--- src/rtl/addsub_seq_ctrl.sv ---
// Valid/ready sequencer around an external ripple-carry adder/subtractor:
// launches operands, waits a fixed settle time, captures S/V and counts overflows.
module addsub_seq_ctrl #(
  parameter int WIDTH         = 15,
  parameter int SETTLE_CYCLES = 2,
  parameter int OVF_CNT_W     = 8
) (
  input  logic                 clk,
  input  logic                 rst_n,
  input  logic                 in_valid,
  output logic                 in_ready,
  input  logic [WIDTH-1:0]     in_a,
  input  logic [WIDTH-1:0]     in_b,
  input  logic                 in_sub,
  output logic [WIDTH-1:0]     add_a,
  output logic [WIDTH-1:0]     add_b,
  output logic                 add_c0,
  input  logic [WIDTH-1:0]     add_s,
  input  logic                 add_v,
  output logic                 out_valid,
  input  logic                 out_ready,
  output logic [WIDTH-1:0]     out_s,
  output logic                 out_v,
  input  logic                 ovf_clr,
  output logic [OVF_CNT_W-1:0] ovf_count,
  output logic                 busy
);

  localparam int CNT_W = (SETTLE_CYCLES > 1) ? $clog2(SETTLE_CYCLES) : 1;

  typedef enum logic [1:0] {IDLE, SETTLE, HOLD} state_t;

  state_t           state, state_nxt;
  logic [CNT_W-1:0] cnt;
  logic             accept, capture, done;

  always_ff @(posedge clk or negedge rst_n) begin
    if (!rst_n) state <= IDLE;
    else        state <= state_nxt;
  end

  always_comb begin
    state_nxt = state;
    in_ready  = 1'b0;
    busy      = 1'b1;
    accept    = 1'b0;
    capture   = 1'b0;
    done      = 1'b0;
    case (state)
      IDLE: begin
        in_ready = 1'b1;
        busy     = 1'b0;
        if (in_valid) begin
          accept    = 1'b1;
          state_nxt = SETTLE;
        end
      end
      SETTLE: begin
        if (cnt == '0) begin
          capture   = 1'b1;
          state_nxt = HOLD;
        end
      end
      HOLD: begin
        if (out_ready) begin
          done      = 1'b1;
          state_nxt = IDLE;
        end
      end
      default: state_nxt = IDLE;
    endcase
  end

  // Operand launch registers stay put until the next accept so the adder output is stable.
  always_ff @(posedge clk or negedge rst_n) begin
    if (!rst_n) begin
      add_a  <= '0;
      add_b  <= '0;
      add_c0 <= 1'b0;
      cnt    <= '0;
    end else if (accept) begin
      add_a  <= in_a;
      add_b  <= in_b;
      add_c0 <= in_sub;
      cnt    <= CNT_W'(SETTLE_CYCLES - 1);
    end else if (state == SETTLE && cnt != '0) begin
      cnt    <= cnt - CNT_W'(1);
    end
  end

  always_ff @(posedge clk or negedge rst_n) begin
    if (!rst_n) begin
      out_s     <= '0;
      out_v     <= 1'b0;
      out_valid <= 1'b0;
    end else if (capture) begin
      out_s     <= add_s;
      out_v     <= add_v;
      out_valid <= 1'b1;
    end else if (done) begin
      out_valid <= 1'b0;
    end
  end

  // Clear wins over a simultaneous overflow capture.
  always_ff @(posedge clk or negedge rst_n) begin
    if (!rst_n)                                  ovf_count <= '0;
    else if (ovf_clr)                            ovf_count <= '0;
    else if (capture && add_v && ovf_count != '1) ovf_count <= ovf_count + OVF_CNT_W'(1);
  end

endmodule

--- config.mk ---
export PLATFORM = sky130hd
export DESIGN_NAME = addsub_seq_ctrl
export DESIGN_NICKNAME = d
export VERILOG_FILES = /design/src/rtl/addsub_seq_ctrl.sv
export SDC_FILE = /design/constraint.sdc
export NUM_CORES = 1
export LEC_CHECK = 0
export CAP_MARGIN = 10
export CORE_MARGIN = 5
export CORE_UTILIZATION = 42
export CTS_CLUSTER_SIZE = 14
export DETAILED_ROUTE_END_ITERATION = 12
export PLACE_DENSITY = 0.85
export SETUP_SLACK_MARGIN = 0.5
export SLEW_MARGIN = 20
export SYNTH_ARGS = -nofsm -noshare
export SYNTH_HDL_FRONTEND = slang
export SYNTH_SLANG_ARGS = --single-unit
--- constraint.sdc ---
create_clock -name clk -period 1.8 [get_ports clk]
set_input_delay 0.18 -clock clk [delete_from_list [all_inputs] [get_ports clk]]
set_output_delay 0.18 -clock clk [all_outputs]
set_load 0.005 [all_outputs]
==> results of run 1 <==
-- worst max path at each step --
stage	to	slack [ns]	depth (start not counted)
global route	add_b[12]$_DFFE_PN0P_	0.23	5
floorplan	add_a[0]$_DFFE_PN0P_	0.24	7
global placement	ovf_count[7]$_DFFE_PN0P_	0.22	5
CTS	add_b[0]$_DFFE_PN0P_	0.24	5
detailed placement	add_b[0]$_DFFE_PN0P_	0.17	5
finish	add_b[12]$_DFFE_PN0P_	0.27	5
-- cells by family after synthesis --
logic type / synth area share (%)
flops: 58.5
buf+inv: 4.71
compound gates: 3.57
fa+ha+maj: 0.495
simple gates: 11.9
mux: 19.1
xor+xnor: 1.73
-- metal layers --
layer	global-route usage [%]	part of all wire, %	routed length [um]	up-vias
met2	27.1	50	3370	75
met4	8.09	2.0	133	0
li1	-	-	-	936
met1	21.0	40	2720	955
met5	0	0	0	-
met3	6.40	8.0	544	15
-- area by class of cell --
| type | count | share of cell area [%] |
|---|---|---|
| clock buffers | 11 | 3.45 |
| clock inverters | 5 | 1.28 |
| inverters | 3 | 0.274 |
| multi-input cells | 122 | 24.1 |
| flip-flops and latches | 59 | 36.0 |
| well taps | 75 | 2.29 |
| repair buffers | 142 | 32.6 |
-- power by group --
group | switching (mW) | leakage, nW | internal [mW]
clock | 0.526 | 0.0991 | 0.670
sequential | 0.323 | 0.722 | 1.91
combinational | 1.04 | 1.23 | 1.76
total | 1.89 | 2.05 | 4.34
-- through the flow --
stage          hold slack (ns)  setup WS [ns]  utilization (%)  area [um2]  cells
2_1_floorplan           -0.116          0.244                -        2530    192
3_5_place_dp             0.212          0.173             62.1        3660    371
6_report                 0.371          0.269             69.7        4100    417
4_1_cts                  0.355          0.241             67.9        3990    410
5_1_grt                  0.372          0.233             69.7        4100    417
3_3_place_gp             0.207          0.220             62.1        3660    371
-- flip-flops by register name, summed over array words and instances (netlist names) --
signal     flops
add_a         15
add_b         15
out_s         15
ovf_count      8
state          2
add_c0         1
cnt            1
out_v          1
out_valid      1
-- critical path: cells and delay by family, from the launching register on --
family / cells / cell delay (ns)
multiplexers: 1 / 0.30
flip-flops: 1 / 0.38
AND/OR/NAND/NOR: 2 / 0.49
buffers and inverters: 2 / 0.24
-- placed cells by master (no fill, tap or decap), types with 3 or more instances in the layout --
cell type and n:
dfrtp_1 59, clkinv_2 3, clkdlybuf4s50_1 50, mux2_4 30, nand2_1 46, dlygate4sd2_1 56
nor2_1 9, a21oi_1 4, xor2_1 5, buf_6 4, buf_4 26, clkbuf_8 10
-- timing repair --
| action | in CTS | in global routing |
|---|---|---|
| endpoints found under the setup margin | 113 | 45 |
| hold buffers | 1 | 0 |
| hold endpoints to repair | 59 | 0 |
| setup buffers | 21 | 5 |
| cloned | 1 | 2 |
| pin swaps | 2 | 6 |
| resized for setup | 66 | 13 |
==> metrics.md, run 1 <==
| Metric | Value |
|---|---|
| I/O pin cnt | between 100 and 150 |
| Antenna violation net count after detailed routing | 0 |
| Seq cells post-synth | slightly below 60 |
| Multi-input logic area | 990 um2 |
| Element type at the critical path end | register |
| Reg2Reg Depth | 5 |
| Root buffer cell | clkbuf_8 |
| Setup violators final | 0 |
| Share of cells above drive strength 1 | 27.2% |
| Fill count | roughly 450 |
| Yosys Warn Count | 0 |
| Vias in the first global route | 1982 |
| Final Hold Viols | 0 |
| Worst slew pin tran | 0.317 ns |
| Synth-to-Final Area Change | 62.5% |
| Critical Path Fanout Max | 7 |
| Final TNS setup | 0 ns |
| CP Launch Type | register |
| Clock transition at the registers of the reported paths | 0.06 ns |
| Yosys top cell area share | 58.5% |
| Initial antenna violation count | 0 |
| Pwr dens | 1520 nW/um2 |
| CP max stage delay | between 0.3 and 0.4 ns |
| FF-to-FF End | add_b[12]$_DFFE_PN0P_ |
| Status | completed |
| Clock Latency Late Sink | 0.34 ns |
| Area leader, netlist | dfrtp_1 |
| HPWL after DPL | 4340 um |
| Crit Path Category | reg2reg |
| Worst setup startpoint | state[1]$_DFFE_PN0P_ |
| Synthesized area | ~2500 um2 |
| Fin crit period | 1.53 ns |
| Port Buf Inserts | 109 |
| Register Area | about 1500 um2 |
| Worst hold stages | 3 |
| Die footprint | 7660 um2 |
| Drt initial violations | 44 |
| Skew final | 0.00919 ns |
| H-tree Lvls | 3 |
| Routed via count | between 1500 and 2000 |
| Initial Utilization | 42.9% |
| Post-synth EDFFs | 0 |
| Top cells by count, synth | 59 x dfrtp_1, 47 x nand2_1, 30 x mux2_4 |
| Cell Rows | 28 |
| CP Cell Sequence | or2_4, inv_2, and2_4, clkbuf_16, mux2_4 |
| VDD IR-drop max | 0.784 mV |
| Final slew viol count | 0 |
| Ys async rst share | 100% |
| Unrepaired setup endpoints after global routing | true |
| Slowest CP cell | dfrtp_1 |
| Fmax | ~650 MHz |
| Drt wl/cell | 16.2 um |
| Syn Area/Cell | 13.2 um2 |
| Synthesized net count | around 250 |
| Total global routing track utilization | 17.2% |
| Grt ovf | 0 |
| Hold crit path type | in2reg |
| Residual DRC | 0 |
| WP data arrival | 1.75 ns |
| Die Ht | roughly 88 um |
| Period utilization | between 80% and 90% |
| Largest net degree at the start of global routing | 60 |
| Die Wd | 87.5 um |
| Gpl congestion | 0.715 |
| Synth Instances | around 190 |
| Final net count | 390 |
| Count leader, synth | dfrtp_1 |
| CTS tree | built |
| Clk sink count | 59 |
| Most used DFF post-synth | dfrtp_1 |
| Global-route wire length before repair | ~9900 um |
| Library cells used by synthesis | 32 |
| Worst-case hold path end point | out_s[11]$_DFFE_PN0P_ |
| Sequential area share after synthesis | 58.5% |
| Max-Cap Viols | 0 |
| Post-Route WL | about 6800 um |
| CORE AREA | 5890 um2 |
| LEAKAGE | 2.05 nW |
| Clock Path Buffers | 2 |
| CP required | just over 2 ns |
| Ant. Diodes | 0 |
| Pre-antenna DRT Iters | 4 |
| R2R Setup Slk | 0.27 ns |
| Beginning of the worst hold path | add_s[11] |
| Vias per std cell | 4.75 |
| CTS Buf Count | 9 |
| Total power | 6.24 mW |
| Relative slew slack | 78.8% |
| Worst r2r src | state[1]$_DFFE_PN0P_ |
| Main area contributors after synthesis | dfrtp_1 58%, mux2_4 18%, nand2_1 7.0% |
(Power assumes the default switching activity.)
==> run 2: changes to the inputs <==
--- a/config.mk
+++ b/config.mk
@@ -7,10 +7,10 @@
 export LEC_CHECK = 0
 export CAP_MARGIN = 10
 export CORE_MARGIN = 5
-export CORE_UTILIZATION = 42
+export CORE_UTILIZATION = 30
 export CTS_CLUSTER_SIZE = 14
 export DETAILED_ROUTE_END_ITERATION = 12
-export PLACE_DENSITY = 0.85
+export PLACE_DENSITY = 0.65
 export SETUP_SLACK_MARGIN = 0.5
 export SLEW_MARGIN = 20
 export SYNTH_ARGS = -nofsm -noshare
==> run 2 against run 1 <==
- die area grew 35%
- wire length shrank 6.2%
- count of clock-buffer cells in the layout grew 3
- critical path type unchanged
- critical endpoint is now add_a[4]$_DFFE_PN0P_
- register-to-register slack is essentially flat
- cell count grew 3.8%
- global-route usage shrank 4.8 points
- via count shrank 4.8%
- critical path depth grew 1
==> metrics.md, run 2 (synthesis gave the netlist of run 1 again) <==
| Metric | Value |
|---|---|
| Total global routing track utilization | 12.4% (-4.8 points) |
| CTS tree | built |
| Drt wl/cell | 14.7 um (-9.7%) |
| I/O pin cnt | 110 (unchanged) |
| Crit Path Category | reg2reg |
| Sequential Power Share | 36.2% (+0.3 points) |
| Setup slack after layout | 0.259 ns (-0.0101 ns) |
| Setup violators final | 0 (unchanged) |
| Placed cell area | 3690 um2 (+1.0%) |
| Clock transition at the registers of the reported paths | 0.07 ns (about the same) |
| VDD IR-drop max | 0.650 mV (-17%) |
| Final TNS setup | 0 ns (unchanged) |
| CTS Buf Count | 9 (unchanged) |
| Switch Pwr | 1.77 mW (-6.5%) |
| Largest net degree at the start of global routing | 60 (unchanged) |
| Ant. Diodes | 0 (unchanged) |
| CP delay by family, top | simple AND/OR/NAND/NOR gates |
| Die Wd | 102 um (+16%) |
| Port Buf Inserts | 109 (unchanged) |
| Power share of the clock group | 20.7% (+1.5 points) |
| CP max stage delay | 0.38 ns (about the same) |
| Design area | 4080 um2 (-0.61%) |
| Cell-internal power | 4.35 mW (+0.17%) |
| Slowest CP cell | dfrtp_1 |
| Residual DRC | 0 (unchanged) |
| Switch share | 28.9% (-1.4 points) |
| Element type at the critical path end | register |
| Worst slew pin tran | 0.318 ns (+0.000766 ns) |
| Fmax | 649 MHz (-0.65%) |
| Grt ovf | 0 (unchanged) |
| Global-route wire length before repair | 9930 um (about the same) |
| Most frequent cells in the layout | 59 x dfrtp_1, 55 x dlygate4sd2_1, 50 x clkdlybuf4s50_1, 46 x nand2_1, 30 x mux2_4 |
| Gpl congestion | 0.708 (-1.0%) |
| Clock Latency Late Sink | 0.32 ns (-0.02 ns) |
| Most common cell after layout, fill and taps aside | dfrtp_1 |
| CORE AREA | 8220 um2 (+40%) |
| Die footprint | 10400 um2 (+35%) |
| Skew final | 0.00675 ns (-0.00244 ns) |
| Cell Rows | 33 (+18%) |
| Relative slew slack | 78.7% (about the same) |
| Unrepaired setup endpoints after global routing | true |
| CP Cell Sequence | or2_4, inv_2, and2_4, buf_12, clkbuf_16, mux2_4 |
| LEAKAGE | 2.00 nW (-2.4%) |
| Utilization after layout | 49.6% (-20 points) |
| Top Registers | add_a x15, add_b x15, out_s x15 |
| Pwr dens | 1500 nW/um2 (-1.2%) |
| Final net count | 377 (-3.3%) |
| Vias in the first global route | 1924 (-2.9%) |
| Critical Path Fanout Max | 5 (-2) |
| Clk sink count | 59 (unchanged) |
| WP data arrival | 1.74 ns (about the same) |
| H-tree Lvls | 3 (unchanged) |
| Initial antenna violation count | 0 (unchanged) |
| HPWL after DPL | 4230 um (-2.4%) |
| CP Launch Type | register |
| Pre-antenna DRT Iters | 5 (+1) |
| Die Ht | 102 um (+16%) |
| Status | completed |
| CP required | 2.00 ns (-0.02 ns) |
| Antenna violation net count after detailed routing | 0 (unchanged) |
| Share of cells above drive strength 1 | 23.5% (-3.7 points) |
| Hold crit path type | in2reg |
| Clock Path Buffers | 2 (unchanged) |
| Fin crit period | 1.54 ns (+0.0101 ns) |
| Synth-to-Final Area Change | 61.5% |
| Routed via count | 1886 (-4.8%) |
| Period utilization | 85.6% (+0.56 points) |
| Combinational share of power | 43.1% (-1.9 points) |
| Final Hold Viols | 0 (unchanged) |
| Root buffer cell | clkbuf_8 |
| Post-Route WL | 6350 um (-6.2%) |
| Vias per std cell | 4.36 (-8.3%) |
| Final slew viol count | 0 (unchanged) |
| Buf/Inv on CP | 3 (+1) |
| Pre-CTS setup slack | 0.176 ns (+0.00233 ns) |
| Drt initial violations | 40 (-9.1%) |
| Max-Cap Viols | 0 (unchanged) |
| Initial Utilization | 30.7% (-12 points) |
-- run 2: repair_timing --
item / in CTS / in global routing
setup buffers: 13 / 0
hold buffers: 1 / 0
endpoints found under the setup margin: 114 / 50
pin swaps: 2 / 5
resized for setup: 66 / 8
cloned: 1 / 2
hold endpoints to repair: 59 / 0
-- run 2: power by group through the flow --
stage	logic (mW)	registers [mW]	clock network (mW)
2_1_floorplan	1.31	2.28	0
3_3_place_gp	2.72	2.28	0
4_1_cts	2.63	2.22	1.31
5_1_grt	2.88	2.30	1.38
6_report	2.64	2.22	1.27
3_5_place_dp	2.78	2.26	0
-- run 2: worst register-to-register path, stage by stage (launching register included) --
cell	delay [ns]
dfrtp_1	0.38
or2_4	0.26
inv_2	0.05
and2_4	0.18
buf_12	0.12
clkbuf_16	0.14
mux2_4	0.30
-- run 2: layout make-up --
type	count	area [um2]
inverters	3	11.3
repair buffers	130	1280
well taps	105	131
clock buffers	14	183
flip-flops and latches	59	1480
multi-input cells	121	967
clock inverters	1	30.0
fillers	761	4140
-- run 2: final timing paths --
kind	startpoint	endpoint	slack, ns	cells past startpoint
worst min register to register	out_s[10]$_DFFE_PN0P_	out_s[10]$_DFFE_PN0P_	0.46	2
max in group asynchronous	rst_n	add_b[10]$_DFFE_PN0P_	1.14	3
worst min-delay path	add_s[4]	out_s[4]$_DFFE_PN0P_	0.38	3
worst max-delay path	state[0]$_DFFE_PN0P_	add_a[4]$_DFFE_PN0P_	0.26	6
worst max register to register	state[0]$_DFFE_PN0P_	add_a[4]$_DFFE_PN0P_	0.26	6
min in group asynchronous	rst_n	ovf_count[6]$_DFFE_PN0P_	0.40	3
-- run 2: per-layer routing --
metal	up-vias	GRT usage (%)	wire length (um)
met4	0	4.91	63
li1	905	-	-
met3	7	5.03	610
met5	-	0	0
met2	72	19.3	3020
met1	902	15.4	2650
-- run 2: through the flow --
stage                     instances  hold WS (ns)  power, mW
after global routing            433         0.371       6.57
final                           433         0.384       6.12
after detailed placement        401         0.218       5.04
after global placement          401         0.209       5.00
after floorplan                 192        -0.116       3.59
after CTS                       431         0.364       6.16
==> run 3: changes to the inputs <==
--- a/config.mk
+++ b/config.mk
@@ -5,6 +5,7 @@
 export SDC_FILE = /design/constraint.sdc
 export NUM_CORES = 1
 export LEC_CHECK = 0
+export ABC_AREA = 1
 export CAP_MARGIN = 10
 export CORE_MARGIN = 5
 export CORE_UTILIZATION = 30
==> run 3 against run 2 <==
- area after synthesis rose by 3.2%
- cell count up 11%
- combinational power increased by 7%
- wire length is 4.7% higher
- worst hold slack worse by 0.00094 ns
- die area increased by 2.9%
- maximum frequency increased by 9.7%
- worst setup slack improved by 0.14 ns
- clock skew up 0.0013 ns
==> metrics.md, run 3 <==
| Metric | Value |
|---|---|
| Status | completed |
| Slowest CP cell | dfrtp_2 |
| Ys async rst share | 100% (unchanged) |
| Ant. Diodes | 0 (unchanged) |
| Synth Area in Adders | 0.480% (-0.015 points) |
| Most frequent cells in the layout | 68 x nand2_1, 56 x dlygate4sd2_1, 54 x dfrtp_1, 50 x clkdlybuf4s50_1, 31 x mux2_4 |
| Drt wl/cell | 13.8 um (-6.0%) |
| Gpl congestion | 0.798 (+13%) |
| Unrepaired setup endpoints after global routing | true |
| Die Wd | 103 um (+1.4%) |
| Switch Pwr | 1.91 mW (+7.8%) |
| Main area contributors after synthesis | dfrtp_1 57%, mux2_4 16%, nand2_1 10% |
| GR Util met1 | 17.5% (+2.1 points) |
| Gr busiest metal | met2 |
| Share of cells above drive strength 1 | 31.0% (+7.5 points) |
| Fin crit period | 1.40 ns (-0.136 ns) |
| Vias in the first global route | 2223 (+16%) |
| Top cells by count, synth | 71 x nand2_1, 59 x dfrtp_1, 28 x mux2_4 |
| XOR/XNOR Fraction of Synth Area | 0% (-1.7 points) |
| Clock transition at the registers of the reported paths | 0.07 ns (about the same) |
| Met2 Use GR | 19.8% (+0.57 points) |
| CORE AREA | 8590 um2 (+4.6%) |
| Die Ht | 103 um (+1.4%) |
| Final Hold Viols | 0 (unchanged) |
| I/O pin cnt | 110 (unchanged) |
| Clock Latency Late Sink | 0.33 ns (about the same) |
| Synthesized net count | 276 (+13%) |
| Vias per std cell | 4.38 (+0.55%) |
| Root buffer cell | clkbuf_8 |
| Skew final | 0.00801 ns (+0.00126 ns) |
| Residual DRC | 0 (unchanged) |
| Cell-internal power | 4.50 mW (+3.4%) |
| Post-synth EDFFs | 0 (unchanged) |
| Worst slew pin tran | 0.600 ns (+0.282 ns) |
| Switch share | 29.8% (+0.88 points) |
| Hold crit path type | in2reg |
| Initial Utilization | 30.3% (-0.41 points) |
| Hold slack | 0.383 ns (-0.000937 ns) |
| Critical Path Fanout Max | 5 (unchanged) |
| Combinational share of power | 44.1% (+1.0 points) |
| Sequential area share after synthesis | 56.7% (-1.8 points) |
| Largest net degree at the start of global routing | 36 (-40%) |
| Clk sink count | 59 (unchanged) |
| Max-Cap Viols | 0 (unchanged) |
| Element type at the critical path end | register |
| Pre-antenna DRT Iters | 4 (-1) |
| WP data arrival | 1.63 ns (-0.11 ns) |
| Drt initial violations | 23 (-43%) |
| Synthesized area | 2600 um2 (+3.2%) |
| LEAKAGE | 2.20 nW (+9.8%) |
| Sequential Power Share | 34.6% (-1.6 points) |
| Cell seen most often among critical-path stages | buf_6 |
| Period utilization | 78.0% (-7.6 points) |
| Yosys Warn Count | 0 (unchanged) |
| Library cells used by synthesis | 22 (-31%) |
| CTS Buf Count | 9 (unchanged) |
| CP max stage delay | 0.43 ns (+0.05 ns) |
| Total global routing track utilization | 13.2% (+0.76 points) |
| Met3 global-route usage | 4.16% (-0.87 points) |
| Final TNS setup | 0 ns (unchanged) |
| Fill count | 779 (+2.4%) |
| Post-synthesis mux area share | 17.4% (-1.6 points) |
| Most used DFF post-synth | dfrtp_1 |
| CP Cell Sequence | buf_6, buf_6, nor2_4, nand2_4, nor2_4, nand2_4, buf_6, nand3_2, nand2_2 |
| CP required | 2.02 ns (+0.02 ns) |
| Synth Area in Compound Gates | 2.40% (-1.2 points) |
| Cell Rows | 34 (+3.0%) |
| Final net count | 422 (+12%) |
| Global-route wire length before repair | 11000 um (+11%) |
| Initial antenna violation count | 0 (unchanged) |
| Relative slew slack | 60.0% (-19 points) |
| Routed via count | 2111 (+12%) |
| Power share of the clock group | 21.3% (+0.6 points) |
| Synth-to-Final Area Change | 68.2% |
| Port Buf Inserts | 109 (unchanged) |
| Post-Route WL | 6640 um (+4.7%) |
| Grt ovf | 0 (unchanged) |
| Count leader, synth | nand2_1 |
| Die footprint | 10600 um2 (+2.9%) |
| Seq cells post-synth | 59 (unchanged) |
| Syn Area/Cell | 11.7 um2 (-11%) |
| VDD IR-drop max | 0.640 mV (-1.6%) |
| Fmax | 712 MHz (+9.7%) |
| Area leader, netlist | dfrtp_1 |
| CP Launch Type | register |
| Yosys top cell area share | 56.7% (-1.8 points) |
| Synth Instances | 223 (+16%) |
| HPWL after DPL | 4540 um (+7.3%) |
| Clock Path Buffers | 2 (unchanged) |
| Antenna violation net count after detailed routing | 0 (unchanged) |
| Setup violators final | 0 (unchanged) |
| H-tree Lvls | 3 (unchanged) |
| Pwr dens | 1460 nW/um2 (-2.6%) |
| Crit Path Category | reg2reg |
| Most common cell after layout, fill and taps aside | nand2_1 |
| Top Registers | add_a x15, add_b x15, out_s x15 |
| Main combinational cell family by area after synthesis | simple AND/OR/NAND/NOR gates |
| Final slew viol count | 0 (unchanged) |
| CTS tree | built |
| Synth Area in Simple Gates | 18.3% (+6.4 points) |
==> run 3: power by group through the flow <==
stage	clock network (mW)	registers [mW]	logic, mW
after floorplan	0	2.28	1.18
after global placement	0	2.25	2.68
after detailed placement	0	2.25	2.72
after CTS	1.41	2.22	2.67
after global routing	1.47	2.30	3.08
final	1.36	2.22	2.83
==> run 3: kinds of logic after synthesis <==
kind of cell | count (synthesis)
AND/OR/NAND/NOR | 100
flip-flops | 59
multiplexers | 31
buffers and inverters | 21
AO/OA/AOI/OAI | 11
adder cells (fa/ha/maj) | 1
==> run 3: path summary, 6_finish.rpt <==
kind,start,to,slack (ns),cells past startpoint
max,state[1]$_DFFE_PN0P_,ovf_count[4]$_DFFE_PN0P_,0.40,9
min,add_s[5],out_s[5]$_DFFE_PN0P_,0.38,3
max reg2reg,state[1]$_DFFE_PN0P_,ovf_count[4]$_DFFE_PN0P_,0.40,9
min reg2reg,cnt$_DFFE_PN0P_,state[0]$_DFFE_PN0P_,0.48,2
max in group asynchronous,rst_n,state[1]$_DFFE_PN0P_,0.80,3
min in group asynchronous,rst_n,add_a[1]$_DFFE_PN0P_,0.39,2
==> run 3: final cells by class <==
type	instances	area, um2	area share (%)
clock inverters	6	88.8	2.03
repair buffers	143	1400	32.0
well taps	108	135	3.08
inverters	13	56.3	1.28
multi-input cells	143	1080	24.6
flip-flops and latches	59	1480	33.8
clock buffers	10	138	3.14
==> run 3: critical path, delay by kind of cell (launching register included) <==
| family | cells | cell delay [ns] |
|---|---|---|
| AND/OR/NAND/NOR | 6 | 0.50 |
| flip-flops | 1 | 0.43 |
| buffers and inverters | 3 | 0.37 |
==> run 3: through the flow <==
| step | area, um2 | utilization [%] | total power [mW] | cells | worst slack (ns) |
|---|---|---|---|---|---|
| 2_1_floorplan | 2610 | - | 3.46 | 223 | 0.520 |
| 3_3_place_gp | 3830 | 44.6 | 4.93 | 439 | 0.376 |
| 3_5_place_dp | 3830 | 44.6 | 4.97 | 439 | 0.331 |
| 4_1_cts | 4260 | 49.6 | 6.29 | 477 | 0.369 |
| 5_1_grt | 4380 | 51.0 | 6.85 | 482 | 0.331 |
| 6_report | 4380 | 51.0 | 6.41 | 482 | 0.396 |
==> run 3: timing repair <==
| action | CTS | global route |
|---|---|---|
| buffers inserted | 19 | 4 |
| pin swaps | 10 | 6 |
| cloned | 2 | 1 |
| gates resized for setup | 77 | 22 |
| endpoints found under the setup margin | 89 | 58 |
| hold buffers | 1 | 0 |
| endpoints found under the hold margin | 24 | 0 |
==> run 3: metal layers <==
| layer | vias to the layer above | part of all wire (%) |
|---|---|---|
| met1 | 998 | 44 |
| met5 | - | 0 |
| met2 | 82 | 46 |
| met4 | 0 | 1.7 |
| li1 | 1019 | - |
| met3 | 12 | 8.1 |
